File: src/rtl/mem_arbiter.sv
// mem_arbiter: arbitrates IF/LSB onto the byte-wide RAM/IO port and serialises 1/2/4-byte accesses.
// Optional IO_STALL_EN: stores to the UART addresses wait while io_buffer_full is high.
module mem_arbiter #(
    parameter int ADDR_WIDTH = 32,
    parameter int REG_WIDTH  = 32
) (
    input  logic                  clk_in,
    input  logic                  rst_n_in,
    input  logic                  rdy_in,
    input  logic                  clear_signal,
    input  logic                  if_signal,
    input  logic [ADDR_WIDTH-1:0] if_addr,
    output logic [REG_WIDTH-1:0]  if_data,
    output logic                  if_done,
    input  logic                  lsb_signal,
    input  logic                  lsb_wr,
    input  logic [1:0]            lsb_len,
    input  logic [ADDR_WIDTH-1:0] lsb_addr,
    input  logic [REG_WIDTH-1:0]  lsb_dout,
    output logic [REG_WIDTH-1:0]  lsb_din,
    output logic                  lsb_done,
    input  logic [7:0]            mem_din,
    output logic [7:0]            mem_dout,
    output logic [ADDR_WIDTH-1:0] mem_a,
    output logic                  mem_wr,
    input  logic                  io_buffer_full
);
    localparam logic [2:0] IDLE  = 3'd0;
    localparam logic [2:0] IF_RD = 3'd1;
    localparam logic [2:0] LS_RD = 3'd2;
    localparam logic [2:0] LS_WR = 3'd3;
    localparam logic [2:0] DONE  = 3'd4;

    logic [2:0]            state;
    logic                  last_grant;
    logic                  owner_if;
    logic [ADDR_WIDTH-1:0] addr;
    logic [31:0]           wdata;
    logic [2:0]            nbytes;
    logic [2:0]            cnt;
    logic                  pend;
    logic [1:0]            pend_idx;
    logic [REG_WIDTH-1:0]  rd_buf;
    logic [REG_WIDTH-1:0]  rd_word;
    logic                  grant_lsb;
    logic                  issuing;
    logic                  io_stall;

`ifdef IO_STALL_EN
    assign io_stall = io_buffer_full &&
                      (addr == ADDR_WIDTH'(32'h30000) || addr == ADDR_WIDTH'(32'h30004));
`else
    logic unused_io;
    assign unused_io = io_buffer_full;
    assign io_stall  = 1'b0;
`endif

    // last_grant high means the LSB won the previous arbitration
    assign grant_lsb = lsb_signal && (!if_signal || !last_grant);
    assign issuing   = ((state == IF_RD || state == LS_RD) && cnt < nbytes) || state == LS_WR;
    assign mem_a     = issuing ? addr + ADDR_WIDTH'(cnt) : '0;
    assign mem_wr    = state == LS_WR && rdy_in && !io_stall;
    assign mem_dout  = state == LS_WR ? wdata[{cnt[1:0], 3'b000} +: 8] : 8'h00;

    // pend marks a byte addressed last cycle with rdy_in high; it lands on mem_din now
    always_comb begin
        rd_word = rd_buf;
        if (pend) rd_word[{pend_idx, 3'b000} +: 8] = mem_din;
    end

    always_ff @(posedge clk_in or negedge rst_n_in) begin
        if (!rst_n_in) begin
            state      <= IDLE;
            last_grant <= 1'b0;
            owner_if   <= 1'b0;
            addr       <= '0;
            wdata      <= '0;
            nbytes     <= '0;
            cnt        <= '0;
            pend       <= 1'b0;
            pend_idx   <= '0;
            rd_buf     <= '0;
            if_data    <= '0;
            if_done    <= 1'b0;
            lsb_din    <= '0;
            lsb_done   <= 1'b0;
        end else begin
            if_done  <= 1'b0;
            lsb_done <= 1'b0;
            pend     <= 1'b0;
            rd_buf   <= rd_word;
            case (state)
                IDLE: if (rdy_in && !clear_signal && (if_signal || lsb_signal)) begin
                    cnt        <= '0;
                    rd_buf     <= '0;
                    last_grant <= grant_lsb;
                    owner_if   <= !grant_lsb;
                    addr       <= grant_lsb ? lsb_addr : if_addr;
                    wdata      <= lsb_dout[31:0];
                    nbytes     <= !grant_lsb ? 3'd4 : lsb_len == 2'd0 ? 3'd1 : lsb_len == 2'd1 ? 3'd2 : 3'd4;
                    state      <= !grant_lsb ? IF_RD : lsb_wr ? LS_WR : LS_RD;
                end
                IF_RD, LS_RD: if (clear_signal) begin
                    state <= IDLE;
                end else if (rdy_in) begin
                    if (cnt < nbytes) begin
                        cnt      <= cnt + 3'd1;
                        pend     <= 1'b1;
                        pend_idx <= cnt[1:0];
                    end else begin
                        state <= DONE;
                        if (owner_if) begin
                            if_data <= rd_word;
                            if_done <= 1'b1;
                        end else begin
                            lsb_din  <= rd_word;
                            lsb_done <= 1'b1;
                        end
                    end
                end
                // committed stores ignore clear_signal
                LS_WR: if (rdy_in && !io_stall) begin
                    if (cnt == nbytes - 3'd1) begin
                        state    <= DONE;
                        lsb_done <= 1'b1;
                    end else begin
                        cnt <= cnt + 3'd1;
                    end
                end
                DONE: if (rdy_in) state <= IDLE;
                default: state <= IDLE;
            endcase
        end
    end
endmodule

File: config.mk
export PLATFORM = sky130hd
export DESIGN_NAME = mem_arbiter
export DESIGN_NICKNAME = d
export VERILOG_FILES = /design/src/rtl/mem_arbiter.sv
export SDC_FILE = /design/constraint.sdc
export NUM_CORES = 1
export LEC_CHECK = 0
export CORE_MARGIN = 3
export CORE_UTILIZATION = 40
export CTS_BUF_LIST = sky130_fd_sc_hd__clkbuf_16
export DETAILED_ROUTE_END_ITERATION = 8
export PLACE_DENSITY = 0.64
export SKIP_CTS_REPAIR_TIMING = 1
export SLEW_MARGIN = 0
export SYNTH_ARGS = -nofsm -noshare
export SYNTH_HDL_FRONTEND = slang
export SYNTH_SLANG_ARGS = --single-unit
File: constraint.sdc
create_clock -name clk_in -period 3.3 [get_ports clk_in]
set_clock_uncertainty 0.2 [all_clocks]
set_input_delay 0.66 -clock clk_in [delete_from_list [all_inputs] [get_ports clk_in]]
set_output_delay 0.66 -clock clk_in [all_outputs]
set_load 0.005 [all_outputs]
Yosys cells after proc, flatten, opt, wreduce, memory -nomap -nowiden
Cells that the tools add are included.

Output and inout bits: 107. Input port bits: 114. Register bits after elaboration: 176. Word-level logic and storage cells: 107.

$add $sub $neg: 4. Magnitude comparators: 1. Muxes and demuxes: 43. Equal/unequal tests: 16. Bitwise logic cells: 3. Reduce and logical (&&, ||, !) cells: 23. Shifts and indexed selects: 3.

Operators by type and width (count): 32-bit two-way mux (5); 3-bit two-way mux (16); 32-bit by 3-bit adder with 32-bit output (1); 32-bit bitwise mux (1); 8-bit by 7-bit variable shift with 32-bit output, first input constant (1); 32-bit by 6-bit indexed part select with 8-bit output (1); 8-bit by 7-bit indexed part select with 32-bit output (1); 1-bit two-way mux (16); 2-bit != test, second input constant (7); 3-bit case mux with 4 select lines (1); 5-bit AND reduction (2); 3-bit case mux with 3 select lines (1); 8-bit two-way mux (1); 5-bit negator with 7-bit output (1); 7-bit AND reduction (1); 3-bit by 2-bit == test with 1-bit output, second input constant (2); 3-bit != test, second input constant (2); 6-bit AND reduction (1); 1-bit logical AND (5); 1-bit logical NOT (4); 1-bit logical OR (4); 4-bit AND reduction (1); 3-bit by 1-bit adder with 3-bit output, second input constant (1); 3-bit by 1-bit == test with 1-bit output, second input constant (1); 14 further kinds (16).

Logic depth before layout (Yosys ltp)
Word-level depth: 6. Depth in mapped cells: 10. Gate-level depth less buffers: 8.

Worst setup path after synthesis
Ideal clock, no wire load.

Kind: reg-to-output. From: register cnt[0]. To: output port mem_a[25]. Buffers on the path: 2. Data arrival time: 2176 ps. Setup slack: 264 ps. Data required time: 2440 ps. Stages on the path, launching flop included: 10. Cells stage by stage: dfrtp_1 buf_2 inv_1 ha_1 and3b_4 o31a_1 or2_0 clkbuf_1 or4_1 nand2_1.

Word-level cells in the longest chain between the ends: 4. Elaborated cells between the ends (all ways): 5. Classes of those cells: add/sub (1); order compare (1); mux (1); reduce/logical (2).

RTL lines: start, declared (RTL line 40) `logic [2:0] cnt;`; start signal, assigned (RTL line 107) `cnt <= cnt + 3'd1;`; start signal, assigned (RTL line 127) `cnt <= cnt + 3'd1;`; parallel branches: the longest is 3 deep, another holds 32-bit by 3-bit adder with 32-bit output; 32-bit two-way mux (*) (RTL line 61) `assign mem_a = issuing ? addr + ADDR_WIDTH'(cnt) : '0;`; end, declared (RTL line 24) `output logic [ADDR_WIDTH-1:0] mem_a,`.

Every way passes the cells marked *.

Worst setup path in the final report
From: register cnt[0]. To: output port mem_a[24].

The elaborated chain is that of the path after synthesis.

==> impl_metrics.toml <==
[routing]
routedWlPerCell_um = 16.5
drc = 0
viasPerCell = 5.09
drtPass1Iterations = 5
ant_nets = 0
routed_wl_um = 23200
vias = 7174
dr.first_iter.drc_count = 507

[global_routing]
grt_pass1_vias = 6878
use_met1_pct = 28.6
antenna_found_initial = 2
grt_use_met2_pct = 32.0
grt_first_pass_wirelength_um = 36400
use_met3_pct = 5.03
overflow = 0
grt_max_degree = 80
grt_usage_pct = 20.6
grt-busiest-layer = "met2"

[critical_path]
max_stage_delay_ps = 370
path_common_cell = "buf_6"
setup.worst_path.end_class = "output port"
crit_path_start_kind = "register"
worstPathCellList = "ha_2 > inv_2 > fa_2 > nor2b_2 > o2111a_1 > buf_12 > buf_6 > buf_6 > nand4_1 > xor2_1 > nor2_1 > buf_2"
path_max_fanout = 5
crit_buf_inv = 5
crit_type = "reg -> out"
worstPathArrival_ps = 2630
cp_slowest_cell = "dfrtp_1"
critPathTopFamily = "adder cells"
cp.required_ps = 2440

[sta]
hold_slack_ps = 21.9
finalCritPeriodShare_pct = 106
slew_headroom_pct = 45.6
timing.fmax_ghz = 0.286
finalHoldViolations = 0
finalSetupViolCount = 11
fin_crit_ps = 3490
tns_ps = -710
drv_slew = 0
worstMarginPinSlew_ps = 810
worst_slack_ps = -195
rsz0062_at_grt = "yes"

[layout]
nets = 1256
drive_gt1_share_pct = 12.8
syn_to_final_growth_pct = 42.1
final_area_mm2 = 0.0117

[clocking]
clock_sinks = 176
root_buffer = "clkbuf_16"
cts_buffers = 17
clockBufferDepth = 2
clk_pin_slew_ps = 80
cts_tree = "yes"
htreeDepth = 4
insertion_delay_ps = 430

[logic_synthesis]
yosysMostFrequentCell = "nand2_1"
synth.area.top_cells = "dfrtp_1 53%, nand2_1 9.7%, nor2_1 6.2%"
ys_seq_area_share_pct = 53.4
synth_edf_count = 0
synth_top_area_share_pct = 53.4
syn_area_per_cell_um2 = 9.20
synth_cell_types = 55
synth_seq_cells = 176
synth_flop_cell = "dfrtp_1"
synth_warnings = 0
syn_inst = 896
synthTopCellsByCount = "214 x nand2_1, 176 x dfrtp_1, 137 x nor2_1, 40 x o21ai_0, 34 x a21oi_1"
synth_area_mm2 = 0.00824
synth_top_cell_by_area = "dfrtp_1"
synth_nets = 1024
postSynth.asyncResetShare_pct = 100

[die]
rows = 51
die-area_mm2 = 0.0224
initial_core_util_pct = 41.5
die_x_um = 150
coreArea_mm2 = 0.0198
chipHeight_um = 150
io_pins = 221

[run]
cap_violations = 0

[power]
leakagePower_uw = 0.00540
p_switching_uw = 3570
p_total_uw = 9770
power.combinational.fraction_pct = 44.7
peakVddDrop_mv = 0.354
pwr-share-clk_pct = 20.5
p_seq_share_pct = 34.8
p_int_uw = 6200
switching_share_pct = 36.6
p_per_area_mw_per_mm2 = 834

[placed_design]
place_area_mm2 = 0.0109
dp_hpwl_um = 16100
io_buffers = 219
place_congestion = 0.865

[run_status]
violations = "setup timing"
run_status = "complete, but fails checks"

[min_path]
hold_class = "in -> async"
## placed cells by master, fill, tap and decap left out, drive strengths merged, types with 6 or more instances in the layout
cell           Yosys  routed
clkinv             0       6
a21oi             34      34
dfrtp            176     176
nor3               9       9
nand2            214     214
clkbuf            29      21
a22oi             32      32
clkdlybuf4s50      0     187
xor2              23      23
nand3             13      13
inv               16      24
nor2             137     137
o21ai             40      40
ha                13      13
and2              10      10
a31oi             32      32
mux4               8       8
nand4             16      16
nand2b             6       6
buf               25      62
dlymetal6s2s       0      14
## cells by family (layout without fill, tap and decap cells)
kind of cell	after synthesis	count (layout)	synth area share (%)
compound gates	157	157	11.7
xor+xnor	29	29	3.26
fa+ha+maj	14	14	2.22
buf+inv	70	315	3.55
flops	176	176	53.4
mux	13	13	2.87
other cells	0	3	0
simple gates	437	437	22.9
## layer usage
layer,part of all wire (%),vias up
met5,0,-
met2,46,214
met4,2.4,0
met1,45,3421
li1,-,3503
met3,6.3,36
## final timing paths
path | from | to | slack (ps) | cells after the start
worst max-delay path | cnt[0]$_DFFE_PN0P_ | mem_a[24] | -190 | 12
worst min-delay path | rst_n_in | wdata[15]$_DFFE_PN0P_ | 20 | 1
worst max register to register | cnt[2]$_DFFE_PN0P_ | cnt[0]$_DFFE_PN0P_ | 660 | 8
worst min register to register | wdata[31]$_DFFE_PN0P_ | wdata[31]$_DFFE_PN0P_ | 270 | 2
max in group asynchronous | rst_n_in | if_data[7]$_DFFE_PN0P_ | 2020 | 2
min in group clk_in | wdata[31]$_DFFE_PN0P_ | wdata[31]$_DFFE_PN0P_ | 270 | 2
## layout make-up
type / count / area, um^2
multi-input cells: 650 / 3690
well taps: 265 / 332
fillers: 1740 / 8130
flip-flops and latches: 176 / 4410
inverters: 16 / 60.1
repair buffers: 267 / 2630
clock inverters: 15 / 166
diodes: 3 / 7.51
clock buffers: 17 / 425
## power by group through the flow
| stage | logic (uW) | registers (uW) | clock network [uW] |
|---|---|---|---|
| after global placement | 4110 | 3410 | 0 |
| after global routing | 4820 | 3500 | 2150 |
| after detailed placement | 4160 | 3430 | 0 |
| final | 4370 | 3400 | 2000 |
| after CTS | 4190 | 3390 | 2050 |
| after floorplan | 2180 | 3330 | 0 |
## flip-flops by register name, summed over array words and instances, names as in the netlist
signal,count
addr,32
if_data,32
lsb_din,32
rd_buf,32
wdata,32
cnt,3
nbytes,3
state,3
pend_idx,2
if_done,1
last_grant,1
lsb_done,1
owner_if,1
pend,1
## per-stage QoR
step	setup slack (ps)	cells	utilization [%]
6_report	-195	1409	59.0
2_1_floorplan	264	896	-
4_1_cts	-566	1393	57.7
3_5_place_dp	-98.9	1361	54.8
5_1_grt	-308	1409	59.0
3_3_place_gp	-89.8	1361	54.8
Note: power is estimated with default switching activity, not from simulation.
